File: config.mk
export PLATFORM = sky130hd
export DESIGN_NAME = pipeline_ctrl
export DESIGN_NICKNAME = d
export VERILOG_FILES = /design/src/rtl/cpu_types_pkg.sv /design/src/rtl/pctrl_if.sv /design/src/rtl/hazard_detect.sv /design/src/rtl/pipeline_ctrl.sv
export SDC_FILE = /design/constraint.sdc
export NUM_CORES = 1
export LEC_CHECK = 0
export CORE_ASPECT_RATIO = 0.7
export CORE_MARGIN = 2
export CORE_UTILIZATION = 46
export DETAILED_ROUTE_END_ITERATION = 16
export DONT_BUFFER_PORTS = 1
export PLACE_DENSITY_LB_ADDON = 0.1
export SLEW_MARGIN = 20
export SYNTH_ARGS = -nofsm -noshare
export SYNTH_HDL_FRONTEND = slang
export SYNTH_SLANG_ARGS = --single-unit
export TNS_END_PERCENT = 20
File: constraint.sdc
create_clock -name CLK -period 2.9 [get_ports CLK]
set_clock_uncertainty 0.2 [all_clocks]
set_input_delay 0.435 -clock CLK [delete_from_list [all_inputs] [get_ports CLK]]
set_output_delay 0.435 -clock CLK [all_outputs]
set_load 0.05 [all_outputs]
File: src/rtl/cpu_types_pkg.sv
// Shared types for the pipeline control slice.
//   regbits_t     : register-file index (5 bits)
//   pctrl_state_t : sequencer states
//   pctrl_ctl_t   : bundle of per-latch enables/flushes, PC select and data-request mask
package cpu_types_pkg;

  localparam int unsigned REG_W = 5;

  typedef logic [REG_W-1:0] regbits_t;

  typedef enum logic [2:0] {
    RUN,
    DWAIT,
    DDONE,
    REDIRECT,
    HALT
  } pctrl_state_t;

  typedef struct packed {
    logic pc_en;
    logic ifid_en;
    logic idex_en;
    logic exmem_en;
    logic memwb_en;
    logic ifid_flush;
    logic idex_flush;
    logic exmem_flush;
    logic pc_sel;
    logic dmem_mask;
  } pctrl_ctl_t;

  // Every latch and the PC advance, no flushes, PC+4, cache requests pass through.
  localparam pctrl_ctl_t CTL_ADVANCE = pctrl_ctl_t'(10'b11111_00000);
  // Everything held.
  localparam pctrl_ctl_t CTL_FROZEN  = pctrl_ctl_t'(10'b00000_00000);

endpackage

File: src/rtl/pctrl_if.sv
// Signal bundle between the pipeline sequencer and the datapath.
//   ctrl     : sequencer view (hazard/handshake inputs, strobe outputs)
//   datapath : datapath view (drives handshakes and stage fields, consumes strobes)
interface pctrl_if
  import cpu_types_pkg::*;
#(
  parameter int unsigned CNT_W = 16
) ();

  logic             ihit;
  logic             dhit;
  logic             mem_dren;
  logic             mem_dwen;
  logic             mem_redirect;
  logic             mem_halt;
  logic             ex_dload;
  regbits_t         ex_rt;
  regbits_t         id_rs;
  regbits_t         id_rt;

  logic             pc_en;
  logic             ifid_en;
  logic             idex_en;
  logic             exmem_en;
  logic             memwb_en;
  logic             ifid_flush;
  logic             idex_flush;
  logic             exmem_flush;
  logic             pc_sel;
  logic             dmem_mask;
  logic             halt;
  logic [CNT_W-1:0] stall_cnt;

  modport ctrl (
    input  ihit, dhit, mem_dren, mem_dwen, mem_redirect, mem_halt,
    input  ex_dload, ex_rt, id_rs, id_rt,
    output pc_en, ifid_en, idex_en, exmem_en, memwb_en,
    output ifid_flush, idex_flush, exmem_flush, pc_sel, dmem_mask, halt, stall_cnt
  );

  modport datapath (
    output ihit, dhit, mem_dren, mem_dwen, mem_redirect, mem_halt,
    output ex_dload, ex_rt, id_rs, id_rt,
    input  pc_en, ifid_en, idex_en, exmem_en, memwb_en,
    input  ifid_flush, idex_flush, exmem_flush, pc_sel, dmem_mask, halt, stall_cnt
  );

endinterface

File: src/rtl/hazard_detect.sv
// Load-use hazard compare.
//   ex_dload  : ID/EX holds a load
//   ex_rt     : destination register of that load
//   id_rs/rt  : IF/ID source registers
//   load_use  : the instruction in ID needs the load result before it exists
module hazard_detect
  import cpu_types_pkg::*;
(
  input  logic     ex_dload,
  input  regbits_t ex_rt,
  input  regbits_t id_rs,
  input  regbits_t id_rt,
  output logic     load_use
);

  // $zero is never a real dependency.
  assign load_use = ex_dload && (ex_rt != '0) && ((ex_rt == id_rs) || (ex_rt == id_rt));

endmodule

File: src/rtl/pipeline_ctrl.sv
// Central sequencer for the IF/ID, ID/EX, EX/MEM, MEM/WB latches and the PC.
//   CLK, nRST               : clock (rising edge), asynchronous active-low reset
//   ihit, dhit              : instruction / data cache completion
//   mem_dren, mem_dwen      : MEM-stage read / write request
//   mem_redirect, mem_halt  : MEM-stage control-flow change / halt
//   ex_dload, ex_rt         : load in ID/EX and its destination
//   id_rs, id_rt            : IF/ID source registers
//   *_en, *_flush           : latch enables and bubble-insert strobes (flush dominates)
//   pc_sel                  : 0 = PC+4, 1 = MEM-stage redirect target
//   dmem_mask               : blocks data requests reaching the cache
//   halt                    : sticky, registered halt
//   stall_cnt               : saturating count of cycles with pc_en=0 outside HALT
module pipeline_ctrl
  import cpu_types_pkg::*;
#(
  parameter int unsigned CNT_W = 16
) (
  input  logic             CLK,
  input  logic             nRST,
  input  logic             ihit,
  input  logic             dhit,
  input  logic             mem_dren,
  input  logic             mem_dwen,
  input  logic             mem_redirect,
  input  logic             mem_halt,
  input  logic             ex_dload,
  input  logic [4:0]       ex_rt,
  input  logic [4:0]       id_rs,
  input  logic [4:0]       id_rt,
  output logic             pc_en,
  output logic             ifid_en,
  output logic             idex_en,
  output logic             exmem_en,
  output logic             memwb_en,
  output logic             ifid_flush,
  output logic             idex_flush,
  output logic             exmem_flush,
  output logic             pc_sel,
  output logic             dmem_mask,
  output logic             halt,
  output logic [CNT_W-1:0] stall_cnt
);

  pctrl_if #(.CNT_W(CNT_W)) pif ();

  assign pif.ihit         = ihit;
  assign pif.dhit         = dhit;
  assign pif.mem_dren     = mem_dren;
  assign pif.mem_dwen     = mem_dwen;
  assign pif.mem_redirect = mem_redirect;
  assign pif.mem_halt     = mem_halt;
  assign pif.ex_dload     = ex_dload;
  assign pif.ex_rt        = ex_rt;
  assign pif.id_rs        = id_rs;
  assign pif.id_rt        = id_rt;

  pctrl_state_t     state_q, state_d;
  pctrl_ctl_t       ctl;
  logic             halt_q;
  logic [CNT_W-1:0] cnt_q;
  logic             load_use;
  logic             mem_pending;
  logic             run_rules;
  logic             chk_mem;

  hazard_detect u_hazard (
    .ex_dload (pif.ex_dload),
    .ex_rt    (pif.ex_rt),
    .id_rs    (pif.id_rs),
    .id_rt    (pif.id_rt),
    .load_use (load_use)
  );

  // A request that already hit this cycle completes in place and needs no wait.
  assign mem_pending = (pif.mem_dren || pif.mem_dwen) && !pif.dhit;

  always_comb begin
    ctl       = CTL_ADVANCE;
    state_d   = state_q;
    run_rules = 1'b0;
    chk_mem   = 1'b0;

    case (state_q)
      RUN: begin
        run_rules = 1'b1;
        chk_mem   = 1'b1;
      end
      DWAIT: begin
        ctl = CTL_FROZEN;
        if (pif.dhit) begin
          if (pif.ihit) begin
            // Data returned with fetch ready: resume immediately under normal rules.
            run_rules = 1'b1;
          end else begin
            // Retire the finished access into MEM/WB, hold the front end for the fetch.
            ctl.memwb_en    = 1'b1;
            ctl.exmem_flush = 1'b1;
            state_d         = DDONE;
          end
        end
      end
      DDONE: begin
        if (pif.ihit) begin
          ctl     = CTL_ADVANCE;
          state_d = RUN;
        end else begin
          ctl = CTL_FROZEN;
        end
        // The access has already completed; keep it from being replayed.
        ctl.dmem_mask = 1'b1;
      end
      REDIRECT: begin
        ctl.ifid_flush = 1'b1;
        ctl.pc_en      = pif.ihit;
        if (pif.ihit) begin
          state_d = RUN;
        end
      end
      HALT: begin
        ctl           = CTL_FROZEN;
        ctl.dmem_mask = 1'b1;
      end
      default: begin
        ctl     = CTL_FROZEN;
        state_d = RUN;
      end
    endcase

    if (run_rules) begin
      if (pif.mem_halt) begin
        ctl             = CTL_FROZEN;
        ctl.memwb_en    = 1'b1;
        ctl.exmem_flush = 1'b1;
        state_d         = HALT;
      end else if (chk_mem && mem_pending) begin
        ctl     = CTL_FROZEN;
        state_d = DWAIT;
      end else if (pif.mem_redirect) begin
        ctl             = CTL_ADVANCE;
        ctl.pc_sel      = 1'b1;
        ctl.ifid_flush  = 1'b1;
        ctl.idex_flush  = 1'b1;
        ctl.exmem_flush = 1'b1;
        state_d         = REDIRECT;
      end else if (load_use) begin
        // Hold PC and IF/ID one cycle; a bubble enters EX behind the load.
        ctl            = CTL_ADVANCE;
        ctl.pc_en      = 1'b0;
        ctl.ifid_en    = 1'b0;
        ctl.idex_flush = 1'b1;
        state_d        = RUN;
      end else if (!pif.ihit) begin
        ctl            = CTL_ADVANCE;
        ctl.pc_en      = 1'b0;
        ctl.ifid_flush = 1'b1;
        state_d        = RUN;
      end else begin
        ctl     = CTL_ADVANCE;
        state_d = RUN;
      end
    end
  end

  always_ff @(posedge CLK or negedge nRST) begin
    if (!nRST) begin
      state_q <= RUN;
      halt_q  <= 1'b0;
      cnt_q   <= '0;
    end else begin
      state_q <= state_d;
      if (state_d == HALT) begin
        halt_q <= 1'b1;
      end
      if (!ctl.pc_en && (state_q != HALT) && (cnt_q != {CNT_W{1'b1}})) begin
        cnt_q <= cnt_q + 1'b1;
      end
    end
  end

  assign pif.pc_en       = ctl.pc_en;
  assign pif.ifid_en     = ctl.ifid_en;
  assign pif.idex_en     = ctl.idex_en;
  assign pif.exmem_en    = ctl.exmem_en;
  assign pif.memwb_en    = ctl.memwb_en;
  assign pif.ifid_flush  = ctl.ifid_flush;
  assign pif.idex_flush  = ctl.idex_flush;
  assign pif.exmem_flush = ctl.exmem_flush;
  assign pif.pc_sel      = ctl.pc_sel;
  assign pif.dmem_mask   = ctl.dmem_mask;
  assign pif.halt        = halt_q;
  assign pif.stall_cnt   = cnt_q;

  assign pc_en       = pif.pc_en;
  assign ifid_en     = pif.ifid_en;
  assign idex_en     = pif.idex_en;
  assign exmem_en    = pif.exmem_en;
  assign memwb_en    = pif.memwb_en;
  assign ifid_flush  = pif.ifid_flush;
  assign idex_flush  = pif.idex_flush;
  assign exmem_flush = pif.exmem_flush;
  assign pc_sel      = pif.pc_sel;
  assign dmem_mask   = pif.dmem_mask;
  assign halt        = pif.halt;
  assign stall_cnt   = pif.stall_cnt;

endmodule

## Word-level counts from Yosys, hierarchy flattened

Cells that the tools add are included.
W data, S select, Z words.

| storage, ports and cells | value |
|---|---|
| register bits after elaboration | 20 |
| input port bits | 24 |
| word-level logic and storage cells | 53 |

| cells by class | value |
|---|---|
| $add $sub $neg | 1 |
| eq/ne operators | 9 |
| muxes and demuxes | 25 |
| reductions and logical operators | 15 |

Operator list:

| operator | number |
|---|---|
| $mux W10 | 7 |
| $pmux W4 S3 | 2 |
| $add A16 B1 Y16 const B | 1 |
| $ne A16 B16 Y1 const B | 1 |
| $mux W3 | 5 |
| $eq A5 B5 Y1 | 2 |
| $pmux W3 S3 | 1 |
| $eq A3 B2 Y1 const B | 2 |
| $eq A3 B3 Y1 const B | 2 |
| $logic_and A1 B1 Y1 | 6 |
| $reduce_or A2 Y1 | 3 |
| $mux W1 | 5 |
| $reduce_bool A5 Y1 | 1 |
| $mux W2 | 2 |
| $pmux W1 S2 | 2 |
| $eq A3 B1 Y1 const B | 1 |
| $logic_not A3 Y1 | 1 |
| $ne A3 B3 Y1 const B | 1 |
| $pmux W1 S3 | 1 |
| $logic_not A1 Y1 | 2 |
| $logic_or A1 B1 Y1 | 2 |

## Depth between registers and ports, before layout

Gate-level depths: netlist of the first run.

| logic depth | value |
|---|---|
| depth in word-level cells | 11 |
| mapped depth | 9 |
| mapped depth without buffers | 7 |

## Hierarchy

From an unflattened synthesis of the first run, not the netlist that was laid out.

| second synthesis, totals | value |
|---|---|
| cell total of the unflattened synthesis | 144 |
| area total of the unflattened synthesis | 1306.3 um^2 |

By module, submodules not included:

| module | times used | cells each | area each (um^2) | sequential area each (um^2) |
|---|---|---|---|---|
| pipeline_ctrl | 1 | 127 | 1181.1 | 500.5 |
| hazard_detect | 1 | 17 | 125.1 | 0.0 |

## Worst setup path before layout of the first run

Ideal clock, no wire load.

| path | value |
|---|---|
| path type | input to output |
| from | input ihit |
| to | output ifid_flush |
| arrival | 2433 ps |
| data required time | 2265 ps |
| path slack | -168 ps |
| cell stages on the path | 6 |
| path buffers | 2 |
| path through | clkbuf_2 > a21bo_2 > o211ai_2 > or2_1 > buf_6 > o31ai_1 |

| on the way | value |
|---|---|
| word-level cells in the longest chain between the ends | 6 |
| elaborated cells on any way between the ends | 9 |
| those cells by class | 9 x mux |

Ends and longest elaborated chain:

| what | line | text |
|---|---|---|
| start, declared | pipeline_ctrl.sv:20 | `input logic ihit,` |
| $mux W10 | pipeline_ctrl.sv:152 | `end else if (!pif.ihit) begin` |
| $mux W10 | pipeline_ctrl.sv:145 | `end else if (load_use) begin` |
| $mux W10 | pipeline_ctrl.sv:138 | `end else if (pif.mem_redirect) begin` |
| $mux W10 | pipeline_ctrl.sv:135 | `end else if (chk_mem && mem_pending) begin` |
| $mux W10 | pipeline_ctrl.sv:130 | `if (pif.mem_halt) begin` |
| $mux W10 (*) | pipeline_ctrl.sv:129 | `if (run_rules) begin` |
| end, declared | pipeline_ctrl.sv:35 | `output logic ifid_flush,` |

Every way passes the cells marked *; elsewhere a longest branch is shown, timed or not.

## Final worst setup path of the first run

| path | value |
|---|---|
| from | register state_q[0] |
| to | output pc_en |

| on the way | value |
|---|---|
| word-level cells in the longest chain between the ends | 6 |
| elaborated cells on any way between the ends | 11 |
| those cells by class | 3 x eq/ne; 6 x mux; 2 x reduce/logical |

Ends and longest elaborated chain:

| what | line | text |
|---|---|---|
| start, declared | pipeline_ctrl.sv:57 | `pctrl_state_t state_q, state_d;` |
| start signal, assigned | pipeline_ctrl.sv:170 | `state_q <= state_d;` |
| $logic_not A3 Y1 | pipeline_ctrl.sv:83 | `case (state_q)` |
| $mux W1 | pipeline_ctrl.sv:83 |  |
| $logic_and A1 B1 Y1 | pipeline_ctrl.sv:135 |  |
| $mux W10 | pipeline_ctrl.sv:135 |  |
| $mux W10 | pipeline_ctrl.sv:130 |  |
| $mux W10 (*) | pipeline_ctrl.sv:129 |  |
| end, declared | pipeline_ctrl.sv:30 | `output logic pc_en,` |

Marks and branches as above.

==> flow_metrics.tcl, run 1 <==
set metrics [dict create \
    status "finished, final reports clean" \
    clock_path_buffers 2 \
    ir_drop_uv 661 \
    maxCapViolCount 0 \
    reg2reg_depth 6 \
    reg2reg_from "state_q[0]$_DFF_PN0_" \
    synth_top_cell_by_area "dfrtp_1" \
    setup_viol 0 \
    clock_latency_ns 0.25 \
    core_um2 2760 \
    slew_viol_final 0 \
    min_path_cells 1 \
    drive_above_1_share 0.234 \
    yosysUniqueCellTypes 40 \
    hold_path.class "input port to flop" \
    synth.top_cell.area_share 0.380 \
    drt_iter0_drc 57 \
    ys_top_cells_by_area "dfrtp_1, xnor2_1, nand3_1, and3_1, nand4_1" \
    crit_arrival_ns 2.13 \
    clk_pin_slew_ns 0.07 \
    holdWs_ns 0.111 \
    instances_no_fill 190 \
    area_delta_synth_final_pct 16.0 \
    crit_path_end_kind "primary output" \
    cts_tree "done" \
    drt-total-wl_mm 2.79 \
    cp-start-kind "flop" \
    p_leak_nw 0.671 \
    dp_hpwl_mm 2.12 \
    slew_headroom 0.403 \
    avgSynthCellArea_um2 9.76 \
    drc 0 \
    syn_nets 160 \
    crit_chain "or4_4 > o211ai_2 > or2_4 > o21bai_1 > a21o_2" \
    antenna_found_initial 0 \
    ant_nets 0 \
    numCtsBuffers 3 \
    die_area_um2 3310 \
    grt_pass1_vias 1027 \
    cts_root_buf "clkbuf_8" \
    numPortBuffers 0 \
    cp.required_ns 2.27 \
    reg2reg_to "stall_cnt[1]$_DFFE_PN0P_" \
    pin_count 51 \
    post-route-period-util 0.954 \
    critPathKind "flop to primary output" \
    cts.sinks 20 \
    holdPathEnd "state_q[1]$_DFF_PN0_" \
    routedWlPerCell_um 14.7 \
    num_rows 16 \
    drt-vias-per-instance 5.63 \
    max_freq_mhz 362 \
    finalNetCount 181 \
    dr.pass1.iters 5 \
    antenna_cells 0 \
    critPathMaxStageDelay_ns 0.56 \
    tightestPinTransition_ns 0.893 \
    fillers 256 \
    overflow 0 \
    hold_violations 0 \
    period_minus_slack_ns 2.77 \
    holdCritStartpoint "ihit" \
    grt_max_degree 21 \
    initial_core_util 0.477 \
    worstPathMaxFanout 8 \
    vias 1069 \
    ys_ff_latch 20 \
    yosys_warnings 0 \
    critical-path-slowest-cell "or4_4" \
    rrSetupSlack_ns 0.32 \
    grt_pass1_wl_mm 4.42 \
    power_density_nw_per_um2 1100 \
    synth_area_um2 1320 \
    die_h_um 48.8 \
    placedCellCount 186 \
    htree_levels 1 \
    synth_seq_area_share 0.380 \
    dieWidth_um 68.0 \
    rsz0062_at_grt "no" \
    final_core_util 0.553 \
    place_congestion 0.791 \
    synth_cells 135 \
    fin_setup_tns_ns 0 \
    grt_use_total 0.171 \
]
-- cells in the final DEF (no fill, tap or decap), drive strengths merged, types with 2 or more instances in the layout --
master,Yosys,layout
a21o,2,2
a21oi,2,2
a32o,2,2
and2,2,2
and3,9,9
and4,2,2
buf,6,22
clkbuf,1,3
dfrtp,20,20
inv,3,3
nand2,7,7
nand3,12,12
nand4,6,6
nor2,10,10
nor3,4,4
o21ai,3,3
or2,2,2
xnor2,26,26
-- logic make-up (layout without fill, tap and decap cells) --
family / Yosys count / after routing / synth area share
xor+xnor: 26 / 26 / 0.173
fa+ha+maj: 1 / 1 / 0.00950
mux: 2 / 2 / 0.0190
buf+inv: 10 / 29 / 0.0532
flops: 20 / 20 / 0.380
simple gates: 58 / 58 / 0.251
compound gates: 18 / 18 / 0.115
-- where the power goes --
group          internal (mW)  switching, mW
logic                  0.346          0.749
clock network         0.0923         0.0841
registers              0.349         0.0617
total                  0.788          0.894
-- what timing repair did --
| action | CTS | global route |
|---|---|---|
| resized for setup | 0 | 1 |
| endpoints found under the setup margin | 0 | 2 |
| setup buffers | 0 | 0 |
| hold buffers | 1 | 0 |
| hold endpoints to repair | 20 | 0 |
-- through the flow --
stage	setup slack, ns	area (um^2)	power (mW)
floorplan	0.185	1320	1.31
global placement	0.333	1470	1.48
detailed placement	0.309	1470	1.49
CTS	0.0262	1530	1.69
global route	0.0300	1530	1.78
finish	0.134	1530	1.68
-- routing by layer --
metal | up-vias | part of all wire | global-route usage
met3 | 0 | 0.080 | 0.0600
li1 | 523 | - | -
met5 | - | 0 | 0
met4 | 0 | 0 | 0.0133
met2 | 42 | 0.44 | 0.283
met1 | 504 | 0.48 | 0.225
-- critical path: cells and delay by family (launching register included) --
kind,cells,cell delay (ns)
flops,1,0.45
simple gates,2,0.77
compound gates,3,0.66
-- registers in the layout (all words and copies together) (netlist names) --
register   count
stall_cnt     16
state_q        3
halt           1
-- worst max-delay path by stage --
stage,from,to,slack (ns),cells after the start
detailed placement,state_q[1]$_DFF_PN0_,pc_en,0.31,5
floorplan,state_q[1]$_DFF_PN0_,idex_en,0.19,7
finish,state_q[0]$_DFF_PN0_,pc_en,0.13,5
global route,state_q[0]$_DFF_PN0_,pc_en,0.03,5
global placement,state_q[1]$_DFF_PN0_,pc_en,0.33,5
CTS,state_q[1]$_DFF_PN0_,pc_en,0.03,5
-- cell usage after synthesis --
cell type	number
a21bo_2	1
a21o_1	1
a21o_2	1
a21oi_1	2
a22o_1	1
a311o_4	1
a32o_1	2
and2_1	2
and3_1	9
and4_1	2
buf_2	1
buf_4	2
buf_6	3
clkbuf_2	1
dfrtp_1	20
ha_1	1
inv_1	3
mux2_4	1
mux2i_1	1
nand2_1	7
nand3_1	12
nand4_1	6
nand4b_1	1
nor2_1	10
nor2b_1	1
nor3_1	2
nor3_2	1
nor3_4	1
nor3b_1	1
o211ai_2	1
o21ai_0	3
o21bai_1	1
o221ai_1	1
o22ai_1	1
o31ai_1	1
o32ai_1	1
or2_1	1
or2_2	1
or4_4	1
xnor2_1	26
-- final cells by class --
type	count	area [um^2]	share of cell area
multi-input combinational	105	754	0.494
sequential	20	500	0.328
timing repair buffer	23	175	0.115
tap	36	45.0	0.0295
clock buffer	3	41.3	0.0270
inverter	3	11.3	0.00737
Power figures use the tool's default switching activity.
==> run 2, diff against run 1 <==
--- a/config.mk
+++ b/config.mk
@@ -10,6 +10,7 @@
 export CORE_UTILIZATION = 46
 export DETAILED_ROUTE_END_ITERATION = 16
 export DONT_BUFFER_PORTS = 1
+export MAX_ROUTING_LAYER = met4
 export PLACE_DENSITY_LB_ADDON = 0.1
 export SLEW_MARGIN = 20
 export SYNTH_ARGS = -nofsm -noshare
==> run 2 against run 1 <==
Effect of this change:
- power fell by 0.21%
- cell count did not move
- non-clock buffer count did not move
- global-route usage rose by 0.47 points
- utilization did not move
- count of clock-buffer cells in the layout did not move
- first-iteration DRC count rose by 1.8%
- via count rose by 0.37%
- highest routed layer is now met4
- critical path depth did not move
- critical endpoint unchanged
- largest cell class unchanged
- hold slack improved by 0.0014 ns
- sequential share of layout area did not move
==> flow_metrics.tcl, run 2 (synthesis gave the netlist of run 1 again) <==
set metrics [dict create \
    drive_above_1_share 0.234 \
    period_minus_slack_ns 2.76 \
    maxCapViolCount 0 \
    slew_viol_final 0 \
    grt_pass1_vias 1028 \
    cts_root_buf "clkbuf_8" \
    min_path_cells 1 \
    dr.pass1.iters 4 \
    path_buf_inv 0 \
    cp.depth 5 \
    critPathMaxStageDelay_ns 0.56 \
    dp_hpwl_mm 2.12 \
    antenna_found_initial 0 \
    largest_register_ffs 16 \
    ant_nets 0 \
    clk_pin_slew_ns 0.07 \
    drc 0 \
    worstPathMaxFanout 8 \
    startpoint "state_q[0]$_DFF_PN0_" \
    critical-path-slowest-cell "or4_4" \
    die_area_um2 3310 \
    core_um2 2760 \
    final_cell_mix "xnor2_1, buf_4, dfrtp_1" \
    cts.sinks 20 \
    num_rows 16 \
    finalNetCount 181 \
    post-route-period-util 0.951 \
    fin_setup_tns_ns 0 \
    cts_tree "done" \
    numCtsBuffers 3 \
    numPortBuffers 0 \
    initial_core_util 0.477 \
    crit_arrival_ns 2.12 \
    max_freq_mhz 363 \
    drt_iter0_drc 58 \
    status "finished, final reports clean" \
    p_leak_nw 0.671 \
    reg2reg_depth 6 \
    fillers 256 \
    hold_violations 0 \
    routedWlPerCell_um 14.6 \
    die_h_um 48.8 \
    critPathKind "flop to primary output" \
    final_common_cell "xnor2_1" \
    crit_chain "or4_4 > o211ai_2 > or2_4 > o21bai_1 > a21o_2" \
    holdCritStartpoint "ihit" \
    power_density_nw_per_um2 1100 \
    overflow 0 \
    rsz0062_at_grt "no" \
    grt_pass1_wl_mm 4.42 \
    drt-vias-per-instance 5.65 \
    ir_drop_uv 661 \
    clock_latency_ns 0.25 \
    cts_setup_buffers 0 \
    vias 1073 \
    power_mw 1.68 \
    grt_use_total 0.176 \
    place_congestion 0.802 \
    drt-total-wl_mm 2.77 \
    slew_headroom 0.403 \
    reg2reg_from "state_q[0]$_DFF_PN0_" \
    clock_path_buffers 2 \
    dpl_cell_area_um2 1470 \
    setup_viol 0 \
    cp-start-kind "flop" \
    crit_path_end_kind "primary output" \
    antenna_cells 0 \
    hold_path.class "input port to flop" \
    area_delta_synth_final_pct 16.0 \
    pin_count 51 \
    fin_area_um2 1530 \
    dieWidth_um 68.0 \
    tightestPinTransition_ns 0.892 \
    grt_max_degree 21 \
    cp_top_family "simple AND/OR/NAND/NOR gates" \
    htree_levels 1 \
    cp.required_ns 2.27 \
]
## run 2: cell counts in the layout (fill, tap and decap cells not counted)
No cell type changed its count.
## run 2: where the power goes
group / internal [mW] / leakage [nW] / switching [mW]
logic: 0.346 / 0.391 / 0.746
clock network: 0.0922 / 0.0216 / 0.0837
registers: 0.349 / 0.259 / 0.0611
total: 0.788 / 0.671 / 0.891
## run 2: routing by layer
layer	global-route usage	wire, um
met4	0.0133	7
met1	0.225	1320
met5	-	0
met2	0.283	1220
met3	0.0600	218
## run 2: worst paths after layout
check                      slack [ns]                        end
hold reg to reg                  0.44   stall_cnt[1]$_DFFE_PN0P_
hold / removal                   0.11       state_q[1]$_DFF_PN0_
max in group asynchronous        1.40  stall_cnt[14]$_DFFE_PN0P_
setup reg to reg                 0.33   stall_cnt[1]$_DFFE_PN0P_
setup / recovery                 0.14                      pc_en
min in group asynchronous        0.55   stall_cnt[8]$_DFFE_PN0P_
## run 2: what timing repair did
item,CTS,global route
endpoints found under the setup margin,0,2
gates resized for setup,0,1
hold buffers,1,0
hold endpoints to repair,20,0
## run 2: through the flow
step / utilization / hold slack (ns) / worst slack, ns / cells
floorplan: - / -0.0606 / 0.185 / 135
global placement: 0.534 / -0.0601 / 0.333 / 186
detailed placement: 0.534 / -0.0601 / 0.309 / 186
CTS: 0.552 / 0.100 / 0.0262 / 190
global route: 0.553 / 0.104 / 0.0300 / 190
finish: 0.553 / 0.113 / 0.143 / 190
## run 2: final cells by class
class	instances	area (um^2)	share of cell area
multi-input combinational	105	754	0.494
sequential	20	500	0.328
timing repair buffer	23	175	0.115
tap	36	45.0	0.0295
clock buffer	3	41.3	0.0270
inverter	3	11.3	0.00737
## run 2: worst register-to-register path, cell delays in order, from the launching register on
cell,delay [ns]
dfrtp_1,0.45
or4_4,0.56
o211ai_2,0.26
nor3_2,0.12
nor3_4,0.37
nand2_1,0.18
mux2_4,0.33
==> run 3, diff against run 2 <==
--- a/config.mk
+++ b/config.mk
@@ -10,7 +10,6 @@
 export CORE_UTILIZATION = 46
 export DETAILED_ROUTE_END_ITERATION = 16
 export DONT_BUFFER_PORTS = 1
-export MAX_ROUTING_LAYER = met4
 export PLACE_DENSITY_LB_ADDON = 0.1
 export SLEW_MARGIN = 20
 export SYNTH_ARGS = -nofsm -noshare
==> results of run 3 <==
Same layout as run 1: the final DEF is identical, and so are final timing and power.
